===== src/rtl/rbw_replay_if.sv =====
// rbw_replay_if: read-issue, write-observe and replay signals of the
// rbw_replay parking stage. The master modport is the surrounding pipeline;
// the slave modport is the parking stage itself.
interface rbw_replay_if #(
    parameter int L  = 0,
    parameter int TW = 3
);
    logic          i_rd_v;
    logic          i_rd_ts;
    logic [L:0]    i_rd_adr;
    logic [TW:0]   i_rd_tag;
    logic          i_rbw;
    logic          o_rd_rdy;
    logic          ws;
    logic          w_ts;
    logic [L:0]    ws_adr;
    logic          o_rp_v;
    logic          o_rp_ts;
    logic [L:0]    o_rp_adr;
    logic [TW:0]   o_rp_tag;
    logic          i_rp_rdy;
    logic          o_full;
    logic          o_empty;
    logic          o_err;

    modport master (
        output i_rd_v, i_rd_ts, i_rd_adr, i_rd_tag, i_rbw,
        output ws, w_ts, ws_adr, i_rp_rdy,
        input  o_rd_rdy, o_rp_v, o_rp_ts, o_rp_adr, o_rp_tag,
        input  o_full, o_empty, o_err
    );

    modport slave (
        input  i_rd_v, i_rd_ts, i_rd_adr, i_rd_tag, i_rbw,
        input  ws, w_ts, ws_adr, i_rp_rdy,
        output o_rd_rdy, o_rp_v, o_rp_ts, o_rp_adr, o_rp_tag,
        output o_full, o_empty, o_err
    );
endinterface


===== src/rtl/rbw_replay.sv =====
// rbw_replay: parks reads flagged by the read-before-write checker, watches
// the write stream for the write that resolves each one, and re-issues the
// read on a valid/ready replay port.
// Optional feature: define RBW_REPLAY_TIMEOUT_EN to age unresolved slots,
// drop them after TO cycles and raise the sticky o_err flag.
module rbw_replay #(
    parameter int L  = 0,
    parameter int TW = 3,
    parameter int D  = 4,
    parameter int TO = 15
) (
    input  logic       clk,
    input  logic       a_rst,
    rbw_replay_if.slave bus
);
    localparam int SW = $clog2(D);

    logic [D-1:0]         vld_q, res_q, ts_q;
    logic [D-1:0][L:0]    adr_q;
    logic [D-1:0][TW:0]   tag_q;
    logic [SW-1:0]        sel_q;
    logic                 hold_q;

    logic [D-1:0]         vld_n, res_n;
    logic [SW-1:0]        alloc_idx, pick_idx, sel_n;
    logic                 full, park, park_res, rp_v, accept, keep_sel;

`ifdef RBW_REPLAY_TIMEOUT_EN
    localparam int AW = (TO > 0) ? $clog2(TO + 1) : 1;
    logic [D-1:0][AW-1:0] age_q;
    logic                 err_q;
    logic                 to_evt;
`endif

    assign full     = &vld_q;
    assign park     = bus.i_rd_v & bus.i_rbw & ~full;
    assign park_res = bus.ws & (bus.w_ts == bus.i_rd_ts) & (bus.ws_adr == bus.i_rd_adr);
    assign rp_v     = vld_q[sel_q] & res_q[sel_q];
    assign accept   = rp_v & bus.i_rp_rdy;

    // Lowest-index free slot, taken from registered state only (no same-cycle reuse).
    always_comb begin
        alloc_idx = '0;
        for (int i = D - 1; i >= 0; i--) begin
            if (!vld_q[i]) alloc_idx = SW'(i);
        end
    end

    // Next slot flags (resolve, timeout, accept, park) and next replay pointer.
    always_comb begin
        vld_n = vld_q;
        res_n = res_q;
`ifdef RBW_REPLAY_TIMEOUT_EN
        to_evt = 1'b0;
`endif
        for (int i = 0; i < D; i++) begin
            if (vld_q[i] && !res_q[i] && bus.ws && (ts_q[i] == bus.w_ts) && (adr_q[i] == bus.ws_adr))
                res_n[i] = 1'b1;
        end
`ifdef RBW_REPLAY_TIMEOUT_EN
        // A slot resolved in its last cycle is kept rather than timed out.
        for (int i = 0; i < D; i++) begin
            if (vld_q[i] && !res_n[i] && (age_q[i] == AW'(TO))) begin
                vld_n[i] = 1'b0;
                to_evt   = 1'b1;
            end
        end
`endif
        if (accept) begin
            vld_n[sel_q] = 1'b0;
            res_n[sel_q] = 1'b0;
        end
        if (park) begin
            vld_n[alloc_idx] = 1'b1;
            res_n[alloc_idx] = park_res;
        end
        pick_idx = '0;
        for (int i = D - 1; i >= 0; i--) begin
            if (vld_n[i] && res_n[i]) pick_idx = SW'(i);
        end
        // An offer that was refused stays on the port until it is taken.
        keep_sel = hold_q ? ~accept : (rp_v & ~bus.i_rp_rdy);
        sel_n    = keep_sel ? sel_q : pick_idx;
    end

    // Slot array, replay pointer and hold flag.
    always_ff @(posedge clk or posedge a_rst) begin
        if (a_rst) begin
            vld_q  <= '0;
            res_q  <= '0;
            ts_q   <= '0;
            adr_q  <= '0;
            tag_q  <= '0;
            sel_q  <= '0;
            hold_q <= 1'b0;
        end else begin
            vld_q  <= vld_n;
            res_q  <= res_n;
            sel_q  <= sel_n;
            hold_q <= keep_sel;
            if (park) begin
                ts_q[alloc_idx]  <= bus.i_rd_ts;
                adr_q[alloc_idx] <= bus.i_rd_adr;
                tag_q[alloc_idx] <= bus.i_rd_tag;
            end
        end
    end

`ifdef RBW_REPLAY_TIMEOUT_EN
    // Age counters for unresolved slots and the sticky timeout flag.
    always_ff @(posedge clk or posedge a_rst) begin
        if (a_rst) begin
            age_q <= '0;
            err_q <= 1'b0;
        end else begin
            err_q <= err_q | to_evt;
            for (int i = 0; i < D; i++) begin
                if (park && (alloc_idx == SW'(i)))
                    age_q[i] <= '0;
                else if (vld_q[i] && !res_n[i])
                    age_q[i] <= (age_q[i] == AW'(TO)) ? '0 : age_q[i] + 1'b1;
            end
        end
    end

    assign bus.o_err = err_q;
`else
    // Without timeouts o_err is tied low (TO is never negative).
    assign bus.o_err = (TO < 0);
`endif

    assign bus.o_rp_v   = rp_v;
    assign bus.o_rp_ts  = rp_v & ts_q[sel_q];
    assign bus.o_rp_adr = rp_v ? adr_q[sel_q] : '0;
    assign bus.o_rp_tag = rp_v ? tag_q[sel_q] : '0;
    assign bus.o_full   = full;
    assign bus.o_empty  = ~|vld_q;
    assign bus.o_rd_rdy = ~full;
endmodule


===== src/flat_wrapper.sv =====
// flat-port wrapper written by rule: the top's interface ports become plain ports
module rbw_replay_flat 
#(
    parameter int L  = 0,
    parameter int TW = 3,
    parameter int D  = 4,
    parameter int TO = 15
)
  (clk, a_rst, bus_i_rd_v, bus_i_rd_ts, bus_i_rd_adr, bus_i_rd_tag, bus_i_rbw, bus_ws, bus_w_ts, bus_ws_adr, bus_i_rp_rdy, bus_o_rd_rdy, bus_o_rp_v, bus_o_rp_ts, bus_o_rp_adr, bus_o_rp_tag, bus_o_full, bus_o_empty, bus_o_err);
  rbw_replay_if #(.L(L), .TW(TW)) bus_i ();
  input  logic clk;
  input  logic a_rst;
  input wire logic [$bits(bus_i.i_rd_v)-1:0] bus_i_rd_v;
  input wire logic [$bits(bus_i.i_rd_ts)-1:0] bus_i_rd_ts;
  input wire logic [$bits(bus_i.i_rd_adr)-1:0] bus_i_rd_adr;
  input wire logic [$bits(bus_i.i_rd_tag)-1:0] bus_i_rd_tag;
  input wire logic [$bits(bus_i.i_rbw)-1:0] bus_i_rbw;
  input wire logic [$bits(bus_i.ws)-1:0] bus_ws;
  input wire logic [$bits(bus_i.w_ts)-1:0] bus_w_ts;
  input wire logic [$bits(bus_i.ws_adr)-1:0] bus_ws_adr;
  input wire logic [$bits(bus_i.i_rp_rdy)-1:0] bus_i_rp_rdy;
  output wire logic [$bits(bus_i.o_rd_rdy)-1:0] bus_o_rd_rdy;
  output wire logic [$bits(bus_i.o_rp_v)-1:0] bus_o_rp_v;
  output wire logic [$bits(bus_i.o_rp_ts)-1:0] bus_o_rp_ts;
  output wire logic [$bits(bus_i.o_rp_adr)-1:0] bus_o_rp_adr;
  output wire logic [$bits(bus_i.o_rp_tag)-1:0] bus_o_rp_tag;
  output wire logic [$bits(bus_i.o_full)-1:0] bus_o_full;
  output wire logic [$bits(bus_i.o_empty)-1:0] bus_o_empty;
  output wire logic [$bits(bus_i.o_err)-1:0] bus_o_err;
  assign bus_i.i_rd_v = bus_i_rd_v;
  assign bus_i.i_rd_ts = bus_i_rd_ts;
  assign bus_i.i_rd_adr = bus_i_rd_adr;
  assign bus_i.i_rd_tag = bus_i_rd_tag;
  assign bus_i.i_rbw = bus_i_rbw;
  assign bus_i.ws = bus_ws;
  assign bus_i.w_ts = bus_w_ts;
  assign bus_i.ws_adr = bus_ws_adr;
  assign bus_i.i_rp_rdy = bus_i_rp_rdy;
  assign bus_o_rd_rdy = bus_i.o_rd_rdy;
  assign bus_o_rp_v = bus_i.o_rp_v;
  assign bus_o_rp_ts = bus_i.o_rp_ts;
  assign bus_o_rp_adr = bus_i.o_rp_adr;
  assign bus_o_rp_tag = bus_i.o_rp_tag;
  assign bus_o_full = bus_i.o_full;
  assign bus_o_empty = bus_i.o_empty;
  assign bus_o_err = bus_i.o_err;
  rbw_replay #(.L(L), .TW(TW), .D(D), .TO(TO)) u_core (.clk(clk), .a_rst(a_rst), .bus(bus_i));
endmodule

===== config.mk =====
export PLATFORM = sky130hd
export DESIGN_NAME = rbw_replay_flat
export DESIGN_NICKNAME = d
export VERILOG_FILES = /design/src/rtl/rbw_replay_if.sv /design/src/rtl/rbw_replay.sv /design/src/flat_wrapper.sv
export SDC_FILE = /design/constraint.sdc
export NUM_CORES = 1
export LEC_CHECK = 0
export CAP_MARGIN = 0
export CORE_MARGIN = 2
export CORE_UTILIZATION = 50
export CTS_CLUSTER_SIZE = 20
export DETAILED_ROUTE_END_ITERATION = 16
export PLACE_DENSITY = 0.79
export REMOVE_ABC_BUFFERS = 1
export SKIP_CTS_REPAIR_TIMING = 1
export SYNTH_ARGS = -nofsm -noshare
export SYNTH_HDL_FRONTEND = slang
export SYNTH_SLANG_ARGS = --single-unit

===== constraint.sdc =====
create_clock -name clk -period 3.5 [get_ports clk]
set_input_delay 0.525 -clock clk [delete_from_list [all_inputs] [get_ports clk]]
set_output_delay 0.525 -clock clk [all_outputs]
set_load 0.01 [all_outputs]

==> results.sh, run 1 <==
export IMPL_use_met1_pct=29.2
export IMPL_arrival_ns=2.35
export IMPL_yosys_area_top_type="dfrtp_1"
export IMPL_worst_path_max_delay_cell="dfrtp_1"
export IMPL_ys_flop_type="dfrtp_1"
export IMPL_synthXorXnorAreaFrac_pct=4.39
export IMPL_max_vdd_ir_drop_mv=0.373
export IMPL_grt_pass1_vias=1476
export IMPL_status="completed"
export IMPL_cts_htree_levels=2
export IMPL_max_stage_delay_ns=0.79
export IMPL_tightest_slew_ns=0.693
export IMPL_cts_path_max_buffers=2
export IMPL_grt_pass1_wl_um=7090
export IMPL_synthMuxAreaShare_pct=17.4
export IMPL_grt_antenna_before_repair=0
export IMPL_dpl_hpwl_um=3000
export IMPL_synth_edff_count=0
export IMPL_crit_path_end_kind="primary output"
export IMPL_synthDistinctLibCells=49
export IMPL_cp_max_fo=16
export IMPL_overflow=0
export IMPL_syn_area_mm2=0.00199
export IMPL_synth_compound_area_share_pct=10.5
export IMPL_yosysTopAreaCellShare_pct=43.9
export IMPL_grt_usage_pct=22.0
export IMPL_ys_top_cells_by_area="dfrtp_1, mux2_2, mux4_2, nand2_1, xnor2_1"
export IMPL_period_needed_ns=2.88
export IMPL_boundaryPins=25
export IMPL_leakagePower_nw=0.982
export IMPL_die_w_um=67.2
export IMPL_cp_required_ns=2.97
export IMPL_clockRootBuffer="clkbuf_8"
export IMPL_gr_max_usage_layer="met2"
export IMPL_ant_nets=0
export IMPL_antenna_cells=0
export IMPL_start_util_pct=53.3
export IMPL_first_iter_violations=65
export IMPL_met3_usage_pct=4.50
export IMPL_cp_cell_sequence="nand3_2 > a21oi_4 > nor2_4 > nor2b_1 > clkdlybuf4s50_1"
export IMPL_vias=1422
export IMPL_clk_pin_slew_ns=0.07
export IMPL_final_net_count=209
export IMPL_hold_path_class="register to register"
export IMPL_powerDensity_mw_per_mm2=865
export IMPL_area_growth_pct=15.7
export IMPL_wl_per_cell_um=17.2
export IMPL_hold_viol_final=0
export IMPL_synth_seq_area_share_pct=43.9
export IMPL_dr_pass1_iters=4
export IMPL_yosysMostFrequentCell="dfrtp_1"
export IMPL_clk_latency_ns=0.29
export IMPL_setup_tns_ns=0
export IMPL_cts_sinks=35
export IMPL_maxCapViolCount=0
export IMPL_synth_top_family_by_area="simple AND/OR/NAND/NOR gates"
export IMPL_wirelength_um=4190
export IMPL_synth_fa_ha_area_share_pct=0
export IMPL_cts_tree="yes"
export IMPL_portBuffers=23
export IMPL_numCtsBuffers=5
export IMPL_die_h_um=67.2
export IMPL_yosysWarnings=0
export IMPL_finClkSkew_ns=0.00463
export IMPL_synthArstFlopShare_pct=100
export IMPL_synth_common_cells="dfrtp_1, nand2_1, mux2_2, xnor2_1, nor2b_1"
export IMPL_grt_max_degree=20
export IMPL_drc=0
export IMPL_die_area_mm2=0.00451
export IMPL_slew_viol_final=0
export IMPL_synth_seq_cells=35
export IMPL_synth_simple_area_share_pct=18.6
export IMPL_max_freq_mhz=347
export IMPL_avgSynthCellArea_um2=11.5
export IMPL_fill_cells=317
export IMPL_critPathKind="register to primary output"
export IMPL_timing_final_crit_share_pct=82.2
export IMPL_drive_above_1_share_pct=23.0
export IMPL_cp_start_kind="register"
export IMPL_total_power_mw=2.00
export IMPL_grtUsageMet2_pct=35.0
export IMPL_core_area_mm2=0.00374
export IMPL_netlist_instances=173
export IMPL_rsz0062_at_grt="false"
export IMPL_maxSlewHeadroom_pct=53.8
export IMPL_vias_per_cell=5.83
export IMPL_setup_violations=0
export IMPL_place_congestion=0.921
export IMPL_rows=22
-- report_power, final --
part / internal (mW) / switching (mW)
logic: 0.519 / 0.358
clock network: 0.139 / 0.151
registers: 0.601 / 0.229
-- worst max-delay path, delay by kind of cell, from the launching register on --
family	cells	cell delay [ns]
compound gates	1	0.26
flops	1	0.79
simple gates	3	0.44
buf+inv	1	0.55
-- cell type report --
cell class                 instances  area [um2]  area share [%]
multi-input combinational        123        1020            44.2
sequential                        35         876            37.9
timing repair buffer              26         253            10.9
clock buffer                       6        72.6            3.14
tap                               48        60.1            2.60
inverter                           4        15.0           0.650
clock inverter                     2        12.5           0.542
-- metrics by stage --
step           std cells  cell area [um2]  hold WS [ns]  setup slack (ns)  utilization, %
2_1_floorplan        162             1910         0.440              1.63               -
3_3_place_gp         236             2220         0.455             0.963            59.4
3_5_place_dp         236             2220         0.464             0.961            59.4
4_1_cts              244             2310         0.483             0.618            61.7
5_1_grt              244             2310         0.510             0.483            61.7
6_report             244             2310         0.483             0.622            61.7
-- final timing paths --
| path | startpoint | endpoint | slack (ns) | depth (start not counted) |
|---|---|---|---|---|
| worst min register to register | u_core.tag_q[12] | u_core.tag_q[12] | 0.48 | 2 |
| min in group asynchronous | a_rst | u_core.res_q[0] | 0.60 | 2 |
| worst min-delay path | u_core.tag_q[12] | u_core.tag_q[12] | 0.48 | 2 |
| worst max-delay path | u_core.sel_q[0] | bus_o_rp_adr | 0.62 | 5 |
| worst max register to register | u_core.sel_q[1] | u_core.sel_q[1] | 1.51 | 5 |
| max in group asynchronous | a_rst | u_core.tag_q[8] | 2.22 | 3 |
-- kinds of logic (layout without fill, tap and decap cells) --
logic type	Yosys count	after routing
other	1	1
and+or+nand+nor	63	63
xor gates and xnor gates	10	10
buffers and inverters	15	38
muxes	25	25
DFF	35	35
AOI/OAI and AO/OA	24	24
-- per-layer routing --
layer,share of wire (%),vias up
li1,-,663
met1,45,716
met2,50,36
met3,3.7,7
met4,2.1,0
met5,0,-
-- state kept, by name, indices dropped and copies added, names as in the netlist --
name,cells
u_core.res_q,4
u_core.adr_q,4
u_core.hold_q,1
u_core.vld_q,4
u_core.tag_q,16
u_core.ts_q,4
u_core.sel_q,2
-- cell usage in the layout (no fill, tap or decap), types with 4 or more instances in the layout --
cell type / n
dfrtp_1: 35
nand2_1: 32
clkdlybuf4s50_1: 23
mux2_2: 18
xnor2_1: 8
nor2b_1: 7
mux4_2: 6
o22ai_1: 5
clkbuf_8: 5
inv_1: 4
a41oi_1: 4
Power figures use the tool's default switching activity.
==> inputs of run 2 (changes only) <==
Clock period 3.5 ns to 3 ns, I/O delays scaled along.
==> results.sh, run 2 (synthesis results as in run 1) <==
export IMPL_finClkSkew_ns=0.00202
export IMPL_antenna_cells=0
export IMPL_max_freq_mhz=356
export IMPL_crit_path_end_kind="primary output"
export IMPL_wirelength_um=4270
export IMPL_die_h_um=67.2
export IMPL_critPathKind="register to primary output"
export IMPL_worst_path_max_delay_cell="dfrtp_1"
export IMPL_drc=0
export IMPL_period_needed_ns=2.81
export IMPL_core_area_mm2=0.00374
export IMPL_grt_pass1_wl_um=6950
export IMPL_status="completed"
export IMPL_hold_path_class="register to register"
export IMPL_area_growth_pct=16.5
export IMPL_cp_max_fo=16
export IMPL_grt_pass1_vias=1430
export IMPL_cpLargestDelayFamily="flip-flops"
export IMPL_vias=1433
export IMPL_rows=22
export IMPL_grt_antenna_before_repair=0
export IMPL_cp_cell_sequence="nand3_2 > a21oi_4 > nor2_4 > nor2b_1 > clkdlybuf4s50_1"
export IMPL_numCtsBuffers=5
export IMPL_drive_above_1_share_pct=23.7
export IMPL_cts_htree_levels=2
export IMPL_max_stage_delay_ns=0.81
export IMPL_final_common_cell="dfrtp_1"
export IMPL_cts_tree="yes"
export IMPL_rsz0062_at_grt="false"
export IMPL_boundaryPins=25
export IMPL_powerDensity_mw_per_mm2=1000
export IMPL_fill_cells=321
export IMPL_pre_cts_ws_ns=0.508
export IMPL_dr_pass1_iters=4
export IMPL_overflow=0
export IMPL_mostFrequentLayoutCells="dfrtp_1, nand2_1, clkdlybuf4s50_1"
export IMPL_setup_tns_ns=0
export IMPL_timing_final_crit_share_pct=93.5
export IMPL_clockRootBuffer="clkbuf_8"
export IMPL_fin_util_pct=62.1
export IMPL_die_area_mm2=0.00451
export IMPL_max_vdd_ir_drop_mv=0.509
export IMPL_ant_nets=0
export IMPL_portBuffers=23
export IMPL_grt_usage_pct=21.9
export IMPL_cp_required_ns=2.55
export IMPL_arrival_ns=2.36
export IMPL_die_w_um=67.2
export IMPL_cts_path_max_buffers=2
export IMPL_total_power_mw=2.33
export IMPL_maxSlewHeadroom_pct=52.2
export IMPL_clk_pin_slew_ns=0.07
export IMPL_final_net_count=211
export IMPL_first_iter_violations=79
export IMPL_tightest_slew_ns=0.717
export IMPL_leakagePower_nw=0.992
export IMPL_cts_sinks=35
export IMPL_cp_start_kind="register"
export IMPL_largest_reg_flops=16
export IMPL_vias_per_cell=5.83
export IMPL_wl_per_cell_um=17.3
export IMPL_fin_ws_ns=0.195
export IMPL_place_congestion=0.928
export IMPL_maxCapViolCount=0
export IMPL_cp_num_buf_inv=1
export IMPL_dpl_hpwl_um=3040
export IMPL_hold_viol_final=0
export IMPL_clk_latency_ns=0.29
export IMPL_start_util_pct=53.3
export IMPL_setup_violations=0
export IMPL_slew_viol_final=0
export IMPL_regMostFlops="u_core.tag_q"
export IMPL_grt_max_degree=20
==> run 2: cell count changes in the layout (fill, tap and decap cells not counted) <==
cell and change:
buf_4 +2
==> run 2: final cells by class <==
| cell class | count | area [um2] | share of cell area (%) |
|---|---|---|---|
| Clock buffer | 6 | 72.6 | 3.12 |
| Clock inverter | 2 | 12.5 | 0.539 |
| Inverter | 4 | 15.0 | 0.646 |
| Multi-Input combinational cell | 123 | 1020 | 43.9 |
| Sequential cell | 35 | 876 | 37.7 |
| Tap cell | 48 | 60.1 | 2.58 |
| Timing Repair Buffer | 28 | 268 | 11.5 |
==> run 2: per-stage QoR <==
stage | instances | hold slack [ns] | area (um2)
CTS | 246 | 0.480 | 2320
global route | 246 | 0.509 | 2320
global placement | 238 | 0.454 | 2240
floorplan | 162 | 0.440 | 1910
finish | 246 | 0.476 | 2320
detailed placement | 238 | 0.464 | 2240
==> run 2: worst register-to-register path, delay by kind of cell, from the launching register on <==
| family | cells | cell delay [ns] |
|---|---|---|
| flops | 1 | 0.72 |
| compound gates | 3 | 0.71 |
| simple gates | 1 | 0.26 |
| buf+inv | 1 | 0.21 |
==> run 2: final timing paths <==
check                                 start               end  slack [ns]  cells after the start
max                         u_core.sel_q[0]      bus_o_rp_adr        0.19                      5
min                        u_core.tag_q[13]  u_core.tag_q[13]        0.48                      2
max reg2reg                 u_core.sel_q[1]   u_core.sel_q[1]        1.01                      5
min reg2reg                u_core.tag_q[13]  u_core.tag_q[13]        0.48                      2
max in group asynchronous             a_rst   u_core.vld_q[3]        1.74                      3
min in group asynchronous             a_rst  u_core.tag_q[11]        0.55                      2
==> run 2: where the power goes <==
group | leakage, nW | total (mW) | switching [mW] | internal [mW]
Combinational | 0.526 | 1.03 | 0.417 | 0.610
Clock | 0.0412 | 0.336 | 0.174 | 0.162
Sequential | 0.424 | 0.971 | 0.270 | 0.701
Total | 0.992 | 2.33 | 0.861 | 1.47
==> run 2: metal layers <==
layer  wire length, um  track usage (%)  share of wire (%)  up-vias
met4                71             10.2                1.7        0
li1                  -                -                  -      668
met5                 0                0                  0        -
met3               151             5.17                3.5        4
met2              2120             36.0                 50       32
met1              1920             27.3                 45      729
==> inputs of run 3 (changes only) <==
Settings changed: SETUP_SLACK_MARGIN from default to 0.05.
==> results of run 3 <==
No change in the layout: final DEF, timing and power equal those of run 2.
